File: src/rtl/fir_decimator.sv
// Keeps 1 of every DECIMATION valid filter samples, saturates each kept sample to OUT_WIDTH
// and queues it in a small FIFO that drains through a valid/ready port.
module fir_decimator #(
  parameter int IN_WIDTH   = 17,
  parameter int OUT_WIDTH  = 16,
  parameter int DECIMATION = 4,
  parameter int FIFO_DEPTH = 8,
  parameter int CNT_WIDTH  = 16
) (
  input  logic                                clock,
  input  logic                                reset,
  input  logic signed [IN_WIDTH-1:0]          in_data,
  input  logic                                in_valid,
  input  logic                                resync,
  output logic signed [OUT_WIDTH-1:0]         out_data,
  output logic                                out_clipped,
  output logic                                out_valid,
  input  logic                                out_ready,
  output logic [$clog2(FIFO_DEPTH+1)-1:0]     fifo_count,
  output logic                                overflow,
  output logic [CNT_WIDTH-1:0]                drop_count,
  input  logic                                clear_overflow
);

  localparam int PH_W = (DECIMATION > 1) ? $clog2(DECIMATION) : 1;
  localparam int AW   = $clog2(FIFO_DEPTH);
  localparam int CW   = $clog2(FIFO_DEPTH + 1);
  localparam logic [PH_W-1:0] PH_LAST  = PH_W'(DECIMATION - 1);
  localparam logic [CW-1:0]   FULL_CNT = CW'(FIFO_DEPTH);

  logic [PH_W-1:0]          phase, phase_base, phase_next;
  logic                     keep;
  logic [IN_WIDTH-OUT_WIDTH:0] upper;
  logic                     sat_clip;
  logic [OUT_WIDTH-1:0]     sat_data;
  logic                     stg_valid, stg_clip;
  logic [OUT_WIDTH-1:0]     stg_data;
  logic [OUT_WIDTH:0]       mem [FIFO_DEPTH];
  logic [OUT_WIDTH:0]       head;
  logic [AW-1:0]            wr_ptr, rd_ptr;
  logic                     full, pop, wr, drop;

  // resync restarts the phase before the current sample is considered
  always_comb begin
    phase_base = resync ? '0 : phase;
    phase_next = phase_base;
    if (in_valid)
      phase_next = (phase_base == PH_LAST) ? '0 : phase_base + 1'b1;
  end

  assign keep = in_valid && (resync || (phase == '0));

  // The sample fits iff every bit from the sign down to bit OUT_WIDTH-1 agrees
  always_comb begin
    upper    = in_data[IN_WIDTH-1:OUT_WIDTH-1];
    sat_clip = !((&upper) || !(|upper));
    sat_data = in_data[OUT_WIDTH-1:0];
    if (sat_clip)
      sat_data = in_data[IN_WIDTH-1] ? {1'b1, {(OUT_WIDTH-1){1'b0}}}
                                     : {1'b0, {(OUT_WIDTH-1){1'b1}}};
  end

  assign full      = (fifo_count == FULL_CNT);
  assign out_valid = (fifo_count != '0);
  assign pop       = out_valid && out_ready;
  assign wr        = stg_valid && (!full || pop);
  assign drop      = stg_valid && full && !pop;

  assign head        = mem[rd_ptr];
  assign out_data    = out_valid ? head[OUT_WIDTH-1:0] : '0;
  assign out_clipped = out_valid && head[OUT_WIDTH];

  always_ff @(posedge clock) begin
    if (reset) begin
      phase     <= '0;
      stg_valid <= 1'b0;
      stg_clip  <= 1'b0;
      stg_data  <= '0;
    end else begin
      phase     <= phase_next;
      stg_valid <= keep;
      if (keep) begin
        stg_clip <= sat_clip;
        stg_data <= sat_data;
      end
    end
  end

  always_ff @(posedge clock) begin
    if (wr)
      mem[wr_ptr] <= {stg_clip, stg_data};
  end

  always_ff @(posedge clock) begin
    if (reset) begin
      wr_ptr     <= '0;
      rd_ptr     <= '0;
      fifo_count <= '0;
    end else begin
      if (wr)
        wr_ptr <= wr_ptr + 1'b1;
      if (pop)
        rd_ptr <= rd_ptr + 1'b1;
      case ({wr, pop})
        2'b10:   fifo_count <= fifo_count + 1'b1;
        2'b01:   fifo_count <= fifo_count - 1'b1;
        default: fifo_count <= fifo_count;
      endcase
    end
  end

  // A clear in the same cycle as a drop takes priority
  always_ff @(posedge clock) begin
    if (reset || clear_overflow) begin
      overflow   <= 1'b0;
      drop_count <= '0;
    end else if (drop) begin
      overflow <= 1'b1;
      if (drop_count != '1)
        drop_count <= drop_count + 1'b1;
    end
  end

endmodule

File: config.mk
export PLATFORM = sky130hd
export DESIGN_NAME = fir_decimator
export DESIGN_NICKNAME = d
export VERILOG_FILES = /design/src/rtl/fir_decimator.sv
export SDC_FILE = /design/constraint.sdc
export NUM_CORES = 1
export LEC_CHECK = 0
export ABC_CLOCK_PERIOD_IN_PS = 4200
export CORE_MARGIN = 2
export CORE_UTILIZATION = 58
export DETAILED_ROUTE_END_ITERATION = 10
export PLACE_DENSITY = 0.77
export SYNTH_ARGS = -nofsm -noshare
export SYNTH_HDL_FRONTEND = slang
export SYNTH_SLANG_ARGS = --single-unit
File: constraint.sdc
create_clock -name clock -period 4.2 [get_ports clock]
set_clock_uncertainty 0.05 [all_clocks]
set_input_delay 1.05 -clock clock [delete_from_list [all_inputs] [get_ports clock]]
set_output_delay 1.05 -clock clock [all_outputs]
set_load 0.03 [all_outputs]
==> metrics.txt, run 1 <==
# TYPE chip_impl_metric gauge
chip_impl_metric{name="hold_viol",unit=""} 0
chip_impl_metric{name="grt_use_met2",unit="%"} 40.8
chip_impl_metric{name="seq_total_area_yosys",unit="%"} 67.6
chip_impl_metric{name="maximum_fanout_count_along_the_critical_path",unit=""} 13
chip_impl_metric{name="switchingPower",unit="W"} 0.00152
chip_impl_info{name="worst_path_class_setup",value="flop to output port"} 1
chip_impl_metric{name="cts.repair_timing.setup_buffer_count",unit=""} 0
chip_impl_metric{name="ant_nets",unit=""} 0
chip_impl_metric{name="drc_violations_left",unit=""} 0
chip_impl_metric{name="placed_cells_incl_taps",unit=""} 725
chip_impl_metric{name="power.switching_fraction",unit="%"} 29.5
chip_impl_metric{name="signed_area_change_from_the_synthesized_netlist_to_the_final_layout",unit="%"} 20.0
chip_impl_metric{name="die-area",unit="um2"} 13900
chip_impl_metric{name="post_route_cells_drive_above_1_share",unit="%"} 15.7
chip_impl_metric{name="synth_top_cell_area_share",unit="%"} 54.3
chip_impl_metric{name="achievable_frequency",unit="MHz"} 256
chip_impl_metric{name="seq_power_share",unit="%"} 41.7
chip_impl_metric{name="die-width",unit="um"} 118
chip_impl_info{name="layer_with_the_highest_usage_after_global_routing",value="met2"} 1
chip_impl_metric{name="layoutNonFillerInstCount",unit=""} 757
chip_impl_metric{name="clock_tree_sinks",unit=""} 186
chip_impl_metric{name="placement_rows",unit=""} 41
chip_impl_metric{name="routed-via-count",unit=""} 4574
chip_impl_metric{name="max_slew.worst_pin.slew",unit="ps"} 858
chip_impl_metric{name="insertion_delay",unit="ps"} 430
chip_impl_metric{name="drt_first_iter_violations",unit=""} 505
chip_impl_metric{name="cts_buffer_depth",unit=""} 2
chip_impl_metric{name="largest_net_degree_at_the_start_of_global_routing",unit=""} 36
chip_impl_info{name="yosys.cell_count.top_type",value="edfxtp_1"} 1
chip_impl_metric{name="cts.reportedPaths.clkPinSlew",unit="ps"} 70
chip_impl_metric{name="grt.overflow.total",unit=""} 0
chip_impl_metric{name="netlist-cell-type-count",unit=""} 47
chip_impl_metric{name="floorplan.initialDensity",unit="%"} 59.6
chip_impl_info{name="cts_tree",value="yes"} 1
chip_impl_metric{name="power.leakage",unit="nW"} 2.92
chip_impl_metric{name="share_of_flip_flops_with_an_asynchronous_set_or_reset",unit="%"} 0
chip_impl_info{name="synthTopCellsByArea",value="edfxtp_1 (54%), dfxtp_1 (13%), mux4_2 (10%)"} 1
chip_impl_metric{name="wirelength",unit="um"} 16000
chip_impl_metric{name="number_of_buffers_and_inverters_on_the_critical_path",unit=""} 2
chip_impl_metric{name="power_frac_comb",unit="%"} 25.7
chip_impl_info{name="crit_slowest_cell",value="dfxtp_2"} 1
chip_impl_metric{name="dp_hpwl",unit="um"} 9830
chip_impl_metric{name="timing.max_cap.violations",unit=""} 0
chip_impl_metric{name="drtPass1Iterations",unit=""} 6
chip_impl_metric{name="ctsHtreeMaxLevel",unit=""} 4
chip_impl_metric{name="grt_usage",unit="%"} 23.9
chip_impl_metric{name="grt_antenna_before_repair",unit=""} 0
chip_impl_info{name="cts_root_buf",value="clkbuf_16"} 1
chip_impl_metric{name="gr-usage-met1",unit="%"} 30.6
chip_impl_metric{name="fin_setup_tns",unit="ps"} 0
chip_impl_metric{name="postSynthRegisterBits",unit=""} 186
chip_impl_info{name="critical_path.startpoint_type",value="flop"} 1
chip_impl_metric{name="grt_first_pass_wirelength",unit="um"} 24800
chip_impl_metric{name="setup_violations",unit=""} 0
chip_impl_metric{name="cts.hold.buffers_added",unit=""} 0
chip_impl_metric{name="finish.net_count",unit=""} 601
chip_impl_metric{name="quantity_of_i_o_buffers_inserted_on_ports",unit=""} 61
chip_impl_metric{name="netlist_instances",unit=""} 502
chip_impl_metric{name="period_needed",unit="ps"} 3900
chip_impl_metric{name="gp_congestion",unit=""} 0.831
chip_impl_metric{name="post_synth_instance_area",unit="um2"} 7520
chip_impl_metric{name="worst_ir_drop_vdd",unit="mV"} 0.279
chip_impl_metric{name="die_height",unit="um"} 118
chip_impl_info{name="synth_ff_type",value="edfxtp_1"} 1
chip_impl_metric{name="critical_path.max_stage_delay",unit="ps"} 610
chip_impl_metric{name="cts_resized",unit=""} 0
chip_impl_info{name="synth_common_cells",value="edfxtp_1 (136), nor2_1 (60), dfxtp_1 (50)"} 1
chip_impl_metric{name="worst-endpoint-arrival",unit="ps"} 2800
chip_impl_metric{name="max_slew_margin",unit="%"} 42.6
chip_impl_metric{name="fp.coreArea",unit="um2"} 12600
chip_impl_metric{name="cts-buffers-inserted",unit=""} 17
chip_impl_metric{name="period_share",unit="%"} 92.8
chip_impl_metric{name="dr_vias_cell",unit=""} 6.04
chip_impl_info{name="crit_family",value="buffers and inverters"} 1
chip_impl_metric{name="synth_edf_count",unit=""} 136
chip_impl_metric{name="power_per_cell_area",unit="nW/um2"} 572
chip_impl_info{name="rsz0062_at_grt",value="no"} 1
chip_impl_info{name="timing.critical_path.cells",value="buf_4, mux4_2, mux2i_1, nor2_1, clkdlybuf4s50_1"} 1
chip_impl_metric{name="critPathRequiredTime",unit="ps"} 3100
chip_impl_metric{name="yosys_warnings",unit=""} 0
chip_impl_info{name="endpoint_kind",value="output port"} 1
chip_impl_info{name="netlist.top_cell.by_area",value="edfxtp_1"} 1
chip_impl_metric{name="i_o_pins",unit=""} 62
chip_impl_metric{name="syn_avg_cell_area",unit="um2"} 15.0
chip_impl_metric{name="met3_usage",unit="%"} 4.84
chip_impl_metric{name="final-max-slew-violation-count",unit=""} 0
chip_impl_info{name="worst_hold_path_type",value="flop to flop"} 1
chip_impl_metric{name="mappedNetlistNets",unit=""} 531
chip_impl_metric{name="power.share.clock",unit="%"} 32.5
chip_impl_metric{name="antenna_cells",unit=""} 0
chip_impl_metric{name="via_count_of_the_first_global_routing_pass",unit=""} 4487
chip_impl_metric{name="avgRoutedWirePerCell",unit="um"} 21.2
chip_impl_metric{name="cellInternalPower",unit="W"} 0.00364
chip_impl_info{name="outcome",value="finished, final reports clean"} 1
## registers in the layout, summed over array words and instances (netlist names), named ones only
signal	flops
mem	136
phase	2
overflow	1
fifo_count	4
stg_data	16
wr_ptr	3
stg_valid	1
rd_ptr	3
drop_count	16
stg_clip	1
## through the flow
step | setup WS, ps | util [%] | instance area (um2) | total power, W | hold WS [ps]
global placement | 797 | 66.5 | 8400 | 0.00348 | 420
detailed placement | 701 | 66.5 | 8400 | 0.00352 | 424
CTS | 222 | 71.5 | 9020 | 0.00519 | 448
finish | 300 | 71.5 | 9020 | 0.00516 | 438
global route | 138 | 71.5 | 9020 | 0.00535 | 495
floorplan | 588 | - | 7520 | 0.00304 | 404
## power by group through the flow
| stage | sequential (W) | clock (W) | combinational (W) |
|---|---|---|---|
| after floorplan | 0.00216 | 0 | 0.000887 |
| after global placement | 0.00219 | 0 | 0.00129 |
| after detailed placement | 0.00219 | 0 | 0.00132 |
| after CTS | 0.00216 | 0.00169 | 0.00134 |
| after global routing | 0.00217 | 0.00176 | 0.00142 |
| final | 0.00215 | 0.00168 | 0.00133 |
## kinds of logic after synthesis
family,synth area share [%]
flops,67.6
fa+ha+maj,0.998
buf+inv,1.88
mux,13.9
compound gates,6.51
simple gates,8.24
xor+xnor,0.815
## worst reg2reg max path, delay by kind of cell (launching register included)
kind                   cells  cell delay, ps
AOI/OAI and AO/OA          1             230
buffers and inverters      1             340
DFF                        1             510
and+or+nand+nor            3            1110
## final timing paths
check / start / end / slack [ps] / cells past startpoint
worst min register to register: overflow / overflow / 440 / 2
worst max register to register: fifo_count[1] / mem[6][2] / 1650 / 5
worst max-delay path: flop / out_data[9] / 300 / 5
worst min-delay path: overflow / overflow / 440 / 2
## layer usage
metal  vias up  routed length (um)  share of wire, %
met2       178                8290                52
met3        17                 911               5.7
met4         0                 235               1.5
met1      2295                6590                41
li1       2084                   -                 -
met5         -                   0                 0
## placed cells by master (no fill, tap or decap), drive strengths merged, types with 5 or more instances in the layout
cell type,instances
a211oi,23
a21oi,27
buf,20
clkbuf,18
clkdlybuf4s50,61
clkinvlp,8
dfxtp,50
edfxtp,136
ha,6
inv,6
mux2i,26
mux4,34
nand2,21
nand3,8
nor2,60
nor3,5
o21ai,10
or3,9
xor2,5
## cell type report
type / count / area, um2
timing repair buffer: 81 / 773
clock inverter: 14 / 198
inverter: 5 / 18.8
tap: 172 / 215
multi-input combinational: 281 / 2300
sequential: 186 / 5090
fill: 851 / 3600
clock buffer: 18 / 429
Note: power is estimated with default switching activity, not from simulation.
==> run 2, diff against run 1 <==
--- a/config.mk
+++ b/config.mk
@@ -10,6 +10,7 @@
 export CORE_UTILIZATION = 58
 export DETAILED_ROUTE_END_ITERATION = 10
 export PLACE_DENSITY = 0.77
+export SLEW_MARGIN = 20
 export SYNTH_ARGS = -nofsm -noshare
 export SYNTH_HDL_FRONTEND = slang
 export SYNTH_SLANG_ARGS = --single-unit
==> results of run 2 <==
No change in the layout: final DEF, timing and power equal those of run 1.
==> run 3, diff against run 2 <==
--- a/config.mk
+++ b/config.mk
@@ -9,6 +9,7 @@
 export CORE_MARGIN = 2
 export CORE_UTILIZATION = 58
 export DETAILED_ROUTE_END_ITERATION = 10
+export GPL_TIMING_DRIVEN = 0
 export PLACE_DENSITY = 0.77
 export SLEW_MARGIN = 20
 export SYNTH_ARGS = -nofsm -noshare
==> run 3 against run 2 <==
Routed wire length grew 0.44%; register-to-register slack got worse by 70 ps; fmax is 3.0% lower; non-clock buffer count increased by 19; final cell count grew 2.5%; power fell by 0.40%; global-route usage is 0.60 points higher; die area stayed put; core utilization grew 0.61 points; critical path type unchanged; largest cell class unchanged.
==> metrics.txt, run 3 (synthesis gave the netlist of run 1 again) <==
# TYPE chip_impl_metric gauge
chip_impl_info{name="outcome",value="finished, final reports clean"} 1
chip_impl_metric{name="worst-endpoint-arrival",unit="ps"} 2920
chip_impl_info{name="critical_path.startpoint_type",value="flop"} 1
chip_impl_metric{name="placement.cell_area",unit="um2"} 8480
chip_impl_metric{name="period_share",unit="%"} 95.8
chip_impl_metric{name="power_per_cell_area",unit="nW/um2"} 565
chip_impl_metric{name="dp_worst_setup_slack",unit="ps"} 29.5
chip_impl_info{name="largest_registers",value="mem: 136 flops, drop_count: 16 flops, stg_data: 16 flops"} 1
chip_impl_metric{name="cts.reportedPaths.clkPinSlew",unit="ps"} 60
chip_impl_metric{name="grt_antenna_before_repair",unit=""} 0
chip_impl_metric{name="finalWorstSetupSlack",unit="ps"} 178
chip_impl_metric{name="fp.coreArea",unit="um2"} 12600
chip_impl_info{name="layout.cells.most_common_list",value="edfxtp_1 (136), clkdlybuf4s50_1 (61), nor2_1 (53), dfxtp_1 (50), mux4_2 (34)"} 1
chip_impl_metric{name="drc_violations_left",unit=""} 0
chip_impl_metric{name="maximum_fanout_count_along_the_critical_path",unit=""} 10
chip_impl_metric{name="ant_nets",unit=""} 0
chip_impl_metric{name="dp_hpwl",unit="um"} 10500
chip_impl_metric{name="period_needed",unit="ps"} 4020
chip_impl_metric{name="clock_tree_sinks",unit=""} 186
chip_impl_metric{name="drtPass1Iterations",unit=""} 5
chip_impl_metric{name="insertion_delay",unit="ps"} 420
chip_impl_info{name="cts_tree",value="yes"} 1
chip_impl_info{name="layer_with_the_highest_usage_after_global_routing",value="met2"} 1
chip_impl_info{name="max_flop_register",value="mem"} 1
chip_impl_metric{name="cts.hold.buffers_added",unit=""} 0
chip_impl_metric{name="power.leakage",unit="nW"} 2.96
chip_impl_metric{name="cellInternalPower",unit="W"} 0.00363
chip_impl_metric{name="cells_on_worst_reg2reg_path",unit=""} 6
chip_impl_metric{name="achievable_frequency",unit="MHz"} 249
chip_impl_metric{name="gr-usage-met1",unit="%"} 33.1
chip_impl_metric{name="max_slew.worst_pin.slew",unit="ps"} 736
chip_impl_info{name="cts_root_buf",value="clkbuf_16"} 1
chip_impl_metric{name="placement_rows",unit=""} 41
chip_impl_metric{name="worst_hold_slack",unit="ps"} 458
chip_impl_metric{name="grt.overflow.total",unit=""} 0
chip_impl_metric{name="met3_usage",unit="%"} 4.55
chip_impl_metric{name="die_height",unit="um"} 118
chip_impl_metric{name="post_route_cells_drive_above_1_share",unit="%"} 16.1
chip_impl_info{name="endpoint_kind",value="output port"} 1
chip_impl_metric{name="power.share.clock",unit="%"} 31.9
chip_impl_metric{name="timing.max_cap.violations",unit=""} 0
chip_impl_metric{name="cts-buffers-inserted",unit=""} 17
chip_impl_metric{name="antenna_cells",unit=""} 0
chip_impl_metric{name="worst_ir_drop_vdd",unit="mV"} 0.335
chip_impl_metric{name="grt_use_met2",unit="%"} 39.1
chip_impl_metric{name="die-width",unit="um"} 118
chip_impl_metric{name="num-fill-cells",unit=""} 830
chip_impl_metric{name="cts_buffer_depth",unit=""} 2
chip_impl_metric{name="stdcell_area",unit="um2"} 9100
chip_impl_info{name="most_common_cell_after_layout_fill_and_taps_aside",value="edfxtp_1"} 1
chip_impl_metric{name="gp_congestion",unit=""} 0.843
chip_impl_metric{name="power.switching_fraction",unit="%"} 29.3
chip_impl_metric{name="largest_register_ff_count",unit=""} 136
chip_impl_metric{name="largest_net_degree_at_the_start_of_global_routing",unit=""} 17
chip_impl_metric{name="via_count_of_the_first_global_routing_pass",unit=""} 4670
chip_impl_metric{name="routed-via-count",unit=""} 4669
chip_impl_metric{name="power_frac_comb",unit="%"} 26.6
chip_impl_metric{name="avgRoutedWirePerCell",unit="um"} 20.8
chip_impl_metric{name="setup_violations",unit=""} 0
chip_impl_info{name="worst_path_class_setup",value="flop to output port"} 1
chip_impl_metric{name="grt_usage",unit="%"} 24.4
chip_impl_metric{name="grt_first_pass_wirelength",unit="um"} 25400
chip_impl_metric{name="hold_viol",unit=""} 0
chip_impl_metric{name="dr_vias_cell",unit=""} 6.02
chip_impl_info{name="rsz0062_at_grt",value="no"} 1
chip_impl_metric{name="final-max-slew-violation-count",unit=""} 0
chip_impl_metric{name="quantity_of_i_o_buffers_inserted_on_ports",unit=""} 61
chip_impl_info{name="worst_hold_path_type",value="flop to flop"} 1
chip_impl_metric{name="ctsHtreeMaxLevel",unit=""} 4
chip_impl_metric{name="critPathRequiredTime",unit="ps"} 3100
chip_impl_metric{name="switchingPower",unit="W"} 0.00151
chip_impl_metric{name="signed_area_change_from_the_synthesized_netlist_to_the_final_layout",unit="%"} 21.0
chip_impl_metric{name="finish.net_count",unit=""} 620
chip_impl_metric{name="max_slew_margin",unit="%"} 50.5
chip_impl_metric{name="seq_power_share",unit="%"} 41.4
chip_impl_metric{name="wirelength",unit="um"} 16100
chip_impl_metric{name="die-area",unit="um2"} 13900
chip_impl_metric{name="hold-path-cell-count",unit=""} 2
chip_impl_metric{name="drt_first_iter_violations",unit=""} 379
chip_impl_metric{name="i_o_pins",unit=""} 62
chip_impl_metric{name="floorplan.initialDensity",unit="%"} 59.6
## run 3: cell count changes in the layout (fill, tap and decap cells not counted), sizes merged
cell      delta
clkbuf      +27
buf          -7
clkinvlp     -6
clkinv       +5
## run 3: area by class of cell
| class | instances | area, um2 | area share [%] |
|---|---|---|---|
| clock inverter | 13 | 174 | 1.91 |
| clock buffer | 19 | 433 | 4.76 |
| tap | 172 | 215 | 2.36 |
| inverter | 5 | 18.8 | 0.206 |
| timing repair buffer | 71 | 719 | 7.90 |
| buffer | 29 | 135 | 1.48 |
| sequential | 186 | 5080 | 55.9 |
| multi-input combinational | 281 | 2320 | 25.5 |
## run 3: timing repair
action / in CTS / in global routing
gates resized for setup: 14 / 9
setup buffers: 0 / 0
hold endpoints to repair: 0 / 0
setup endpoints to repair: 17 / 16
## run 3: worst paths after layout
check,start,end,slack (ps)
worst max-delay path,fifo_count[1],out_data[10],180
worst max register to register,fifo_count[0],mem[0][7],1580
worst min-delay path,wr_ptr[0],wr_ptr[0],460
worst min register to register,wr_ptr[0],wr_ptr[0],460
## run 3: power groups by stage
stage	Sequential [W]	Combinational, W	Clock (W)
2_1_floorplan	0.00216	0.000887	0
3_3_place_gp	0.00214	0.00134	0
3_5_place_dp	0.00215	0.00137	0
4_1_cts	0.00211	0.00140	0.00166
5_1_grt	0.00214	0.00146	0.00173
6_report	0.00213	0.00137	0.00164
## run 3: worst max-delay path, stage by stage (launching register included)
cell and delay, ps:
dfxtp_1 320, buf_6 130, or3_1 340, buf_2 180, nor2_2 400, clkbuf_2 410, nor2_1 120, clkdlybuf4s50_1 610
## run 3: per-layer routing
metal	share of wire (%)	wire length, um
met1	41	6550
met2	49	7940
met3	7.7	1240
met4	2.4	383
met5	0	0
## run 3: metrics by stage
step | TNS [ps] | util, % | power, W | instances
floorplan | 0 | - | 0.00304 | 502
global placement | -50600 | 66.1 | 0.00349 | 735
detailed placement | 0 | 67.2 | 0.00352 | 745
CTS | -36.4 | 72.1 | 0.00517 | 777
global route | 0 | 72.1 | 0.00533 | 776
finish | 0 | 72.1 | 0.00514 | 776
